### config.mk
export PLATFORM = sky130hd
export DESIGN_NAME = snn_step_scheduler_flat
export DESIGN_NICKNAME = d
export VERILOG_FILES = /design/src/rtl/snn_sched_pkg.sv /design/src/rtl/snn_step_scheduler_if.sv /design/src/rtl/snn_step_scheduler_rr_arbiter.sv /design/src/rtl/snn_step_scheduler.sv /design/src/flat_wrapper.sv
export SDC_FILE = /design/constraint.sdc
export NUM_CORES = 1
export LEC_CHECK = 0
export ABC_AREA = 0
export CORE_UTILIZATION = 37
export DETAILED_ROUTE_END_ITERATION = 16
export PLACE_DENSITY = 0.86
export SLEW_MARGIN = 15
export SYNTH_ARGS = -nofsm -noshare
export SYNTH_HDL_FRONTEND = slang
export SYNTH_SLANG_ARGS = --single-unit
### constraint.sdc
create_clock -name clk -period 3.92 [get_ports clk]
set_input_delay 1.176 -clock clk [delete_from_list [all_inputs] [get_ports clk]]
set_output_delay 1.176 -clock clk [all_outputs]
set_load 0.005 [all_outputs]
### src/rtl/snn_sched_pkg.sv
`default_nettype none
// +--------------------------------------------------------------------------+
// | snn_sched_pkg : shared types and helpers for snn_step_scheduler           |
// | Rev 1.0                                                                   |
// +--------------------------------------------------------------------------+
package snn_sched_pkg;

    typedef enum logic [1:0] {
        ST_IDLE     = 2'd0,
        ST_DISPATCH = 2'd1,
        ST_SETTLE   = 2'd2,
        ST_DONE     = 2'd3
    } sched_state_t;

    // Pointer needs at least one bit even for a single requester.
    function automatic int rr_ptr_width(input int n);
        return (n > 1) ? $clog2(n) : 1;
    endfunction

endpackage
`default_nettype wire

### src/rtl/snn_step_scheduler_if.sv
`default_nettype none
// +--------------------------------------------------------------------------+
// | snn_step_scheduler_if : requester-side event bus (valid/ready/addr/weight)|
// | Rev 1.0                                                                   |
// +--------------------------------------------------------------------------+
interface snn_step_scheduler_if #(
    parameter int N_REQ      = 4,
    parameter int ADDR_W     = 4,
    parameter int VMEM_WIDTH = 16
) ();

    logic [N_REQ-1:0]            req_valid;
    logic [N_REQ-1:0]            req_ready;
    logic [N_REQ*ADDR_W-1:0]     req_addr;
    logic [N_REQ*VMEM_WIDTH-1:0] req_weight;

    modport master (
        output req_valid,
        output req_addr,
        output req_weight,
        input  req_ready
    );

    modport slave (
        input  req_valid,
        input  req_addr,
        input  req_weight,
        output req_ready
    );

endinterface
`default_nettype wire

### src/rtl/snn_step_scheduler_rr_arbiter.sv
`default_nettype none
// +--------------------------------------------------------------------------+
// | rr_arbiter : round-robin one-hot arbiter, pointer moves to winner+1       |
// | Rev 1.0                                                                   |
// +--------------------------------------------------------------------------+
module rr_arbiter
    import snn_sched_pkg::*;
#(
    parameter int N = 4,
    localparam int PW = rr_ptr_width(N)
) (
    input  wire logic          clk,
    input  wire logic          rst_n,
    input  wire logic [N-1:0]  req,
    input  wire logic          advance,
    output logic      [N-1:0]  grant,
    output logic      [PW-1:0] grant_idx
);

    logic [PW-1:0] ptr;

    always_comb begin : p_select
        int   idx;
        logic found;
        grant     = '0;
        grant_idx = '0;
        found     = 1'b0;
        idx       = 0;
        for (int k = 0; k < N; k++) begin
            idx = int'(ptr) + k;
            if (idx >= N) begin
                idx = idx - N;
            end
            if (!found && req[idx]) begin
                found          = 1'b1;
                grant[idx]     = 1'b1;
                grant_idx      = PW'(idx);
            end
        end
    end

    always_ff @(posedge clk or negedge rst_n) begin
        if (!rst_n) begin
            ptr <= '0;
        end else if (advance) begin
            ptr <= (grant_idx == PW'(N - 1)) ? '0 : grant_idx + PW'(1);
        end
    end

endmodule
`default_nettype wire

### src/rtl/snn_step_scheduler.sv
`default_nettype none
// +--------------------------------------------------------------------------+
// | snn_step_scheduler : per-step event dispatch into a LIF layer, settle,   |
// | and output-spike capture. Optional SCHED_STATS_EN adds a lifetime count. |
// | Rev 1.0                                                                   |
// +--------------------------------------------------------------------------+
module snn_step_scheduler
    import snn_sched_pkg::*;
#(
    parameter int N_REQ         = 4,
    parameter int N_NEURON      = 16,
    parameter int ADDR_W        = 4,
    parameter int VMEM_WIDTH    = 16,
    parameter int MAX_EVENTS    = 64,
    parameter int SETTLE_CYCLES = 4,
    localparam int CNT_W        = $clog2(MAX_EVENTS + 1)
) (
    input  wire logic                         clk,
    input  wire logic                         rst_n,
    input  wire logic                         step_start,
    snn_step_scheduler_if.slave               req_bus,
    output logic        [N_NEURON-1:0]        nrn_spike_in,
    output logic signed [VMEM_WIDTH-1:0]      nrn_weight,
    input  wire logic   [N_NEURON-1:0]        nrn_spike_out,
    output logic        [N_NEURON-1:0]        spike_vec,
    output logic                              step_done,
    output logic                              busy,
    output logic        [CNT_W-1:0]           event_count,
    output logic        [31:0]                total_events
);

    localparam int PW    = rr_ptr_width(N_REQ);
    localparam int SET_W = (SETTLE_CYCLES > 1) ? $clog2(SETTLE_CYCLES) : 1;

    sched_state_t                  state;
    sched_state_t                  state_next;
    logic [SET_W-1:0]              settle_cnt;

    logic                          w_any_valid;
    logic                          w_cap;
    logic                          w_arb_en;
    logic [N_REQ-1:0]              w_arb_req;
    logic [N_REQ-1:0]              w_grant;
    logic [PW-1:0]                 w_grant_idx;
    logic                          w_accept;
    logic [ADDR_W-1:0]             w_sel_addr;
    logic signed [VMEM_WIDTH-1:0]  w_sel_weight;
    logic                          w_in_range;
    logic [N_NEURON-1:0]           w_issue_vec;

    assign w_any_valid = |req_bus.req_valid;
    assign w_cap       = (event_count == CNT_W'(MAX_EVENTS));
    assign w_arb_en    = (state == ST_DISPATCH) && !w_cap;
    assign w_arb_req   = req_bus.req_valid & {N_REQ{w_arb_en}};
    assign w_accept    = |w_arb_req;

    rr_arbiter #(
        .N (N_REQ)
    ) u_arb (
        .clk       (clk),
        .rst_n     (rst_n),
        .req       (w_arb_req),
        .advance   (w_accept),
        .grant     (w_grant),
        .grant_idx (w_grant_idx)
    );

    assign req_bus.req_ready = w_grant;

    assign w_sel_addr   = req_bus.req_addr[int'(w_grant_idx)*ADDR_W +: ADDR_W];
    assign w_sel_weight = req_bus.req_weight[int'(w_grant_idx)*VMEM_WIDTH +: VMEM_WIDTH];
    assign w_in_range   = (int'(w_sel_addr) < N_NEURON);

    for (genvar n = 0; n < N_NEURON; n++) begin : g_issue
        assign w_issue_vec[n] = (int'(w_sel_addr) == n);
    end

    always_ff @(posedge clk or negedge rst_n) begin
        if (!rst_n) begin
            state <= ST_IDLE;
        end else begin
            state <= state_next;
        end
    end

    always_comb begin : p_next
        state_next = state;
        step_done  = 1'b0;
        busy       = 1'b1;
        case (state)
            ST_IDLE: begin
                busy = 1'b0;
                if (step_start) begin
                    state_next = ST_DISPATCH;
                end
            end
            ST_DISPATCH: begin
                if (!w_any_valid || w_cap) begin
                    state_next = ST_SETTLE;
                end
            end
            ST_SETTLE: begin
                if (settle_cnt == SET_W'(SETTLE_CYCLES - 1)) begin
                    state_next = ST_DONE;
                end
            end
            ST_DONE: begin
                step_done  = 1'b1;
                state_next = ST_IDLE;
            end
            default: begin
                state_next = ST_IDLE;
            end
        endcase
    end

    always_ff @(posedge clk or negedge rst_n) begin
        if (!rst_n) begin
            settle_cnt <= '0;
        end else if (state != ST_SETTLE) begin
            settle_cnt <= '0;
        end else begin
            settle_cnt <= settle_cnt + SET_W'(1);
        end
    end

    // Issue is registered off the handshake, so it completes even after DISPATCH exits.
    always_ff @(posedge clk or negedge rst_n) begin
        if (!rst_n) begin
            nrn_spike_in <= '0;
            nrn_weight   <= '0;
        end else begin
            nrn_spike_in <= '0;
            if (w_accept && w_in_range) begin
                nrn_spike_in <= w_issue_vec;
                nrn_weight   <= w_sel_weight;
            end
        end
    end

    always_ff @(posedge clk or negedge rst_n) begin
        if (!rst_n) begin
            event_count <= '0;
            spike_vec   <= '0;
        end else if (state == ST_IDLE) begin
            if (step_start) begin
                event_count <= '0;
                spike_vec   <= '0;
            end
        end else begin
            spike_vec <= spike_vec | nrn_spike_out;
            if (w_accept) begin
                event_count <= event_count + CNT_W'(1);
            end
        end
    end

`ifdef SCHED_STATS_EN
    always_ff @(posedge clk or negedge rst_n) begin
        if (!rst_n) begin
            total_events <= '0;
        end else if (w_accept && (total_events != 32'hFFFF_FFFF)) begin
            total_events <= total_events + 32'd1;
        end
    end
`else
    assign total_events = '0;
`endif

endmodule
`default_nettype wire

### src/flat_wrapper.sv
// flat-port wrapper written by rule: the top's interface ports become plain ports
module snn_step_scheduler_flat import snn_sched_pkg::*;
#(
    parameter int N_REQ         = 4,
    parameter int N_NEURON      = 16,
    parameter int ADDR_W        = 4,
    parameter int VMEM_WIDTH    = 16,
    parameter int MAX_EVENTS    = 64,
    parameter int SETTLE_CYCLES = 4,
    localparam int CNT_W        = $clog2(MAX_EVENTS + 1)
)
  (clk, rst_n, step_start, nrn_spike_in, nrn_weight, nrn_spike_out, spike_vec, step_done, busy, event_count, total_events, req_bus_req_valid, req_bus_req_addr, req_bus_req_weight, req_bus_req_ready);
  snn_step_scheduler_if #(.N_REQ(N_REQ), .ADDR_W(ADDR_W), .VMEM_WIDTH(VMEM_WIDTH)) req_bus_i ();
  input  wire logic clk;
  input  wire logic rst_n;
  input  wire logic step_start;
  output logic        [N_NEURON-1:0] nrn_spike_in;
  output logic signed [VMEM_WIDTH-1:0] nrn_weight;
  input  wire logic   [N_NEURON-1:0] nrn_spike_out;
  output logic        [N_NEURON-1:0] spike_vec;
  output logic step_done;
  output logic busy;
  output logic        [CNT_W-1:0] event_count;
  output logic        [31:0] total_events;
  input wire logic [$bits(req_bus_i.req_valid)-1:0] req_bus_req_valid;
  input wire logic [$bits(req_bus_i.req_addr)-1:0] req_bus_req_addr;
  input wire logic [$bits(req_bus_i.req_weight)-1:0] req_bus_req_weight;
  output wire logic [$bits(req_bus_i.req_ready)-1:0] req_bus_req_ready;
  assign req_bus_i.req_valid = req_bus_req_valid;
  assign req_bus_i.req_addr = req_bus_req_addr;
  assign req_bus_i.req_weight = req_bus_req_weight;
  assign req_bus_req_ready = req_bus_i.req_ready;
  snn_step_scheduler #(.N_REQ(N_REQ), .N_NEURON(N_NEURON), .ADDR_W(ADDR_W), .VMEM_WIDTH(VMEM_WIDTH), .MAX_EVENTS(MAX_EVENTS), .SETTLE_CYCLES(SETTLE_CYCLES)) u_core (.clk(clk), .rst_n(rst_n), .step_start(step_start), .req_bus(req_bus_i), .nrn_spike_in(nrn_spike_in), .nrn_weight(nrn_weight), .nrn_spike_out(nrn_spike_out), .spike_vec(spike_vec), .step_done(step_done), .busy(busy), .event_count(event_count), .total_events(total_events));
endmodule
==> run_results.csv, run 1 <==
group,metric,value,unit
global_route,grt_max_degree,44,
setup_path,arrival,2.65,ns
logic_synthesis,ys_warn_count,0,
logic_synthesis,netlist_instances,410,
logic_synthesis,ys_top_cells_by_area,"dfrtp_1, buf_4, mux2i_1",
routing,ant_nets,0,
clocking,cts_num_sinks,61,
routing,wl,10.9,mm
floorplan,rows,36,
placement,hpwlAfterDp,8.25,mm
clocking,path_clk_slew,0.08,ns
setup_path,critPathSlowestCell,"mux4_2",
routing,routedWlPerCell,15.1,µm
clocking,htreeDepth,3,
routing,vias_per_cell,5.24,
min_path,hp-class,"reg2reg",
setup_path,cp.required,2.74,ns
timing,fin_crit_sh,97.5,%
timing,clock_skew,0.0103,ns
finish,area_growth,51.3,%
clocking,cts-root-buf,"clkbuf_8",
setup_path,cp_max_fo,4,
placement,globalplace.congestion,0.874,
timing,relSlewSlack,27.3,%
job,cap_violations,0,
placement,port-buffer-count,163,
status,status,"complete, no violations",
logic_synthesis,syn_area,0.00384,mm²
timing,slew_viol_final,0,
setup_path,rrSetupSlack,1.08,ns
timing,max_freq,262,MHz
power_and_ir_drop,peakVddDrop,0.000265,V
global_route,grt_first_pass_wirelength,17.2,mm
placement,placed_cells,704,
floorplan,start_util,38.8,%
logic_synthesis,yosysSeqAreaShare,39.7,%
clocking,cts_tree,"done",
global_route,grt_overflow,0,
floorplan,io_pins,196,
global_route,antenna_found_initial,0,
setup_path,critical_path.top_delay_family,"multiplexers",
routing,dr.first_iter.drc_count,165,
logic_synthesis,yosys.area.top_type,"dfrtp_1",
global_route,grt_usage,19.8,%
finish,layout_commonest_cell,"clkdlybuf4s50_1",
timing,setup_viol_count_final,0,
finish,fillers,840,
global_route,grt_pass1_vias,3745,
setup_path,path_buf_inv,3,
finish,fin_nets,700,
power_and_ir_drop,power_leakage,0.00259,µW
logic_synthesis,syn_area_per_cell,9.38,µm²
logic_synthesis,synth_top_area_share,39.7,%
finish,drive_gt1_share,12.3,%
logic_synthesis,async_reset_ff_share,100,%
finish,layout.area.seq,0.00153,mm²
clocking,clockBufferDepth,2,
logic_synthesis,synth_ff_type,"dfrtp_1",
setup_path,startpoint_type,"primary input",
finish,fin_cells,720,
routing,first_pass_iters,5,
finish,final_cell_mix,"clkdlybuf4s50_1, dfrtp_1, nand2_1",
timing,hold_viol,0,
logic_synthesis,synth-edff-count,0,
floorplan,dieArea,0.0108,mm²
timing,rsz0062_at_grt,"no",
setup_path,path_cells,"clkbuf_2, mux4_2, buf_6, nand2b_4, nor2_2, a222oi_1, nand2_1, buf_2",
clocking,worst_skew_pair.late_latency,0.33,ns
floorplan,coreArea,0.00991,mm²
setup_path,end_kind,"output port",
finish,diodes,0,
logic_synthesis,yosys_register_bits,61,
clocking,numCtsBuffers,9,
timing,worstMarginPinSlew,1.09,ns
setup_path,crit_type,"in2out",
routing,drc_errors,0,
finish,multiInputGateArea,0.00205,mm²
power_and_ir_drop,power_density,639,mW/mm²
timing,min_period,3.82,ns
logic_synthesis,synth_cell_types,54,
floorplan,chipWidth,104,µm
power_and_ir_drop,p_total,3720,µW
setup_path,cpPeakStageDelay,0.53,ns
routing,num_vias,3773,
floorplan,die_y,104,µm
==> flip-flops by register name (all words and copies together) (netlist names) <==
name	flops
u_core.nrn_spike_in	16
u_core.nrn_weight	16
u_core.spike_vec	16
u_core.event_count	7
u_core.settle_cnt	2
u_core.state	2
u_core.u_arb.ptr	2
==> per-stage QoR <==
step	hold WS (ns)	util (%)	setup TNS [ns]	instance area, µm²	worst slack [ns]
after global placement	0.421	56.1	-2.22	5560	-0.565
after global routing	0.467	58.7	0	5820	0.0545
after CTS	0.449	58.8	0	5830	0.00695
after floorplan	0.409	-	0	3960	0.0989
after detailed placement	0.437	56.1	-2.58	5560	-0.659
final	0.451	58.7	0	5820	0.0962
==> logic make-up (layout without fill, tap and decap cells) <==
| group | count (synthesis) | after routing | synth area share (%) |
|---|---|---|---|
| other | 1 | 32 | 0.0975 |
| flip-flops | 61 | 61 | 39.7 |
| multiplexers | 28 | 28 | 8.30 |
| buffers and inverters | 76 | 222 | 11.6 |
| AO/OA/AOI/OAI | 101 | 101 | 19.6 |
| XOR/XNOR | 6 | 6 | 1.37 |
| AND/OR/NAND/NOR | 122 | 122 | 14.4 |
| adder cells (fa/ha/maj) | 15 | 15 | 4.88 |
==> synthesized netlist by cell type, drive strengths merged (2+ instances only) <==
cell and n:
dfrtp 61, nand2 52, buf 46, nor2 40, inv 24, mux2i 21, o22ai 21, a31oi 19
o2bb2ai 16, ha 15, o21ai 12, a21oi 9, clkbuf 6, nand3 6, mux2 5, xor2 5
a222oi 4, and3 4, nand4 4, nor2b 4, a2111oi 3, a32oi 3, nor3b 3, o32a 3
a21boi 2, a221oi 2, and2 2, and3b 2, mux4 2, nor3 2, o31ai 2
==> worst paths after layout <==
check                                      from                     end  cells after the start
hold / removal             u_core.settle_cnt[0]    u_core.settle_cnt[0]                      1
setup reg to reg            u_core.u_arb.ptr[1]  u_core.nrn_spike_in[4]                      9
min in group asynchronous                 rst_n     u_core.spike_vec[0]                      1
setup / recovery           req_bus_req_valid[2]    req_bus_req_ready[3]                      8
max in group asynchronous                 rst_n    u_core.nrn_weight[1]                      2
hold reg to reg            u_core.settle_cnt[0]    u_core.settle_cnt[0]                      1
==> final cells by class <==
class | count | area share, %
Clock buffer | 9 | 2.13
Clock inverter | 7 | 1.68
Inverter | 24 | 1.55
Multi-Input combinational cell | 304 | 35.3
Sequential cell | 61 | 26.2
Tap cell | 133 | 2.86
Timing Repair Buffer | 182 | 30.2
==> worst register-to-register path: cells and delay by family (launching register included) <==
family,cells,cell delay [ns]
AOI/OAI and AO/OA,4,1.20
and+or+nand+nor,3,0.68
adders and majority gates,1,0.41
DFF,1,0.35
buffers and inverters,1,0.12
==> per-layer routing <==
layer / vias up / part of all wire [%] / global-route usage (%)
met5: - / 0 / 0
met4: 0 / 3.7 / 10.7
met3: 39 / 7.9 / 4.45
met2: 238 / 50 / 35.9
met1: 1756 / 38 / 21.3
li1: 1740 / - / -
==> repair_timing <==
item                                    in CTS  in global routing
pin swaps                                   12                  5
resized for setup                           35                  8
endpoints found under the setup margin       4                  4
hold buffers                                 0                  0
buffers inserted                             1                  0
==> power by group <==
part / internal (µW) / switching, µW / total [µW]
clock: 361 / 267 / 628
sequential: 851 / 145 / 996
combinational: 1030 / 1070 / 2090
total: 2240 / 1480 / 3720
Power figures use the tool's default switching activity.
==> run 2: changes to the inputs <==
Settings changed: CORE_MARGIN from default to 2, MAX_ROUTING_LAYER from default to met4.
==> run_results.csv, run 2 (synthesized netlist as in run 1, its figures left out) <==
group,metric,value,unit
global_route,grt_max_degree,62,
floorplan,chipWidth,106,µm
routing,vias_per_cell,5.16,
clocking,worst_skew_pair.late_latency,0.33,ns
routing,routed.top_layer,"met4",
floorplan,start_util,37.8,%
routing,dr.first_iter.drc_count,199,
finish,fin_nets,700,
finish,drive_gt1_share,11.6,%
finish,final_cell_mix,"clkdlybuf4s50_1, dfrtp_1, nand2_1",
timing,setup_viol_count_final,0,
routing,first_pass_iters,4,
power_and_ir_drop,power_leakage,0.00257,µW
setup_path,crit_type,"in2out",
timing,rsz0062_at_grt,"no",
floorplan,dieArea,0.0112,mm²
timing,finalSetupTns,0,ns
placement,hpwlAfterDp,8.37,mm
setup_path,arrival,2.60,ns
setup_path,cp_max_fo,5,
clocking,numCtsBuffers,9,
placement,dpl_cell_area,0.00557,mm²
floorplan,io_pins,196,
min_path,hold_path_startpoint,"u_core.settle_cnt[0]",
clocking,cts_tree,"done",
placement,port-buffer-count,163,
status,status,"complete, no violations",
setup_path,r2r_start,"u_core.u_arb.ptr[0]",
clocking,cts-root-buf,"clkbuf_8",
global_route,grt_usage,20.1,%
clocking,path_clk_slew,0.06,ns
clocking,clockBufferDepth,2,
finish,layout_commonest_cell,"clkdlybuf4s50_1",
routing,met1_length,4.40,mm
setup_path,end_kind,"output port",
timing,worstMarginPinSlew,0.757,ns
finish,area_growth,50.5,%
floorplan,die_y,106,µm
timing,hold_viol,0,
routing,wl,11.0,mm
timing,fin_crit_sh,96.4,%
timing,relSlewSlack,49.5,%
setup_path,cp.required,2.74,ns
timing,clock_skew,0.0126,ns
timing,min_period,3.78,ns
finish,fin_area,0.00579,mm²
min_path,hp-class,"reg2reg",
finish,reg.largest.list,"u_core.nrn_spike_in (16), u_core.nrn_weight (16), u_core.spike_vec (16)",
routing,dr_wl_met3,798,µm
global_route,antenna_found_initial,0,
power_and_ir_drop,peakVddDrop,0.000248,V
placement,globalplace.congestion,0.848,
routing,ant_nets,0,
routing,drc_errors,0,
timing,slew_viol_final,0,
global_route,grt_pass1_vias,3779,
setup_path,startpoint,"req_bus_req_valid[0]",
timing,max_freq,265,MHz
finish,fillers,875,
floorplan,coreArea,0.0102,mm²
clocking,holdBufCountCts,0,
global_route,grt_first_pass_wirelength,17.5,mm
clocking,post_cts_buffers,0,
finish,diodes,0,
global_route,grt_overflow,0,
floorplan,rows,37,
clocking,cts_num_sinks,61,
setup_path,startpoint_type,"primary input",
routing,routedWlPerCell,15.3,µm
clocking,htreeDepth,3,
routing,num_vias,3725,
power_and_ir_drop,power_density,629,mW/mm²
routing,met2_length,5.57,mm
job,cap_violations,0,
[run 2: changes by cell type in the layout (fill, tap and decap cells not counted), sizes merged]
| cell | change |
|---|---|
| clkbuf | +3 |
| bufinv | -1 |
| inv | -2 |
| clkinv | -1 |
[run 2: critical path: stages]
cell	delay [ns]
clkbuf_2	0.10
buf_6	0.13
mux4_2	0.47
and2_4	0.17
a222oi_1	0.32
nand2_1	0.10
buf_2	0.14
[run 2: metal layers]
| metal | vias to the layer above | GRT usage (%) |
|---|---|---|
| met1 | 1748 | 22.5 |
| li1 | 1744 | - |
| met5 | - | - |
| met2 | 203 | 35.4 |
| met3 | 30 | 3.80 |
| met4 | 0 | 7.89 |
[run 2: path summary, 6_finish.rpt]
check                                              end  slack (ns)  depth (start not counted)
worst max-delay path              req_bus_req_ready[2]        0.14                          7
worst min-delay path              u_core.settle_cnt[0]        0.43                          1
worst max register to register  u_core.nrn_spike_in[4]        1.02                          9
worst min register to register    u_core.settle_cnt[0]        0.43                          1
max in group asynchronous         u_core.nrn_weight[6]        2.41                          2
min in group asynchronous          u_core.spike_vec[0]        1.00                          2
[run 2: area by class of cell]
| cell class | instances | area (µm²) | area share, % |
|---|---|---|---|
| Multi-Input combinational cell | 304 | 2050 | 35.4 |
| Timing Repair Buffer | 182 | 1750 | 30.3 |
| Sequential cell | 61 | 1530 | 26.4 |
| Inverter | 24 | 90.1 | 1.56 |
| Clock inverter | 3 | 45.0 | 0.778 |
| Clock buffer | 12 | 155 | 2.68 |
| Tap cell | 136 | 170 | 2.94 |
[run 2: power breakdown]
group	switching [µW]	internal, µW	leakage (µW)
Combinational	1070	1010	0.00174
Sequential	150	851	0.000735
Clock	234	325	0.0000947
[run 2: stage by stage]
stage          total power, µW  setup WS, ns  hold WS [ns]  util (%)  std cells
3_5_place_dp              3070        -0.635         0.425      54.7        708
2_1_floorplan             2200        0.0989         0.409         -        441
4_1_cts                   3660       0.00262         0.435      56.9        722
5_1_grt                   3900        0.0594         0.468      56.8        722
3_3_place_gp              2980        -0.564         0.422      54.7        708
6_report                  3640         0.143         0.431      56.8        722
[run 2: what timing repair did]
action,4_1_cts,5_1_grt
hold endpoints to repair,0,0
pin swaps,11,5
gates resized for setup,30,10
setup endpoints to repair,4,4
cloned,0,0
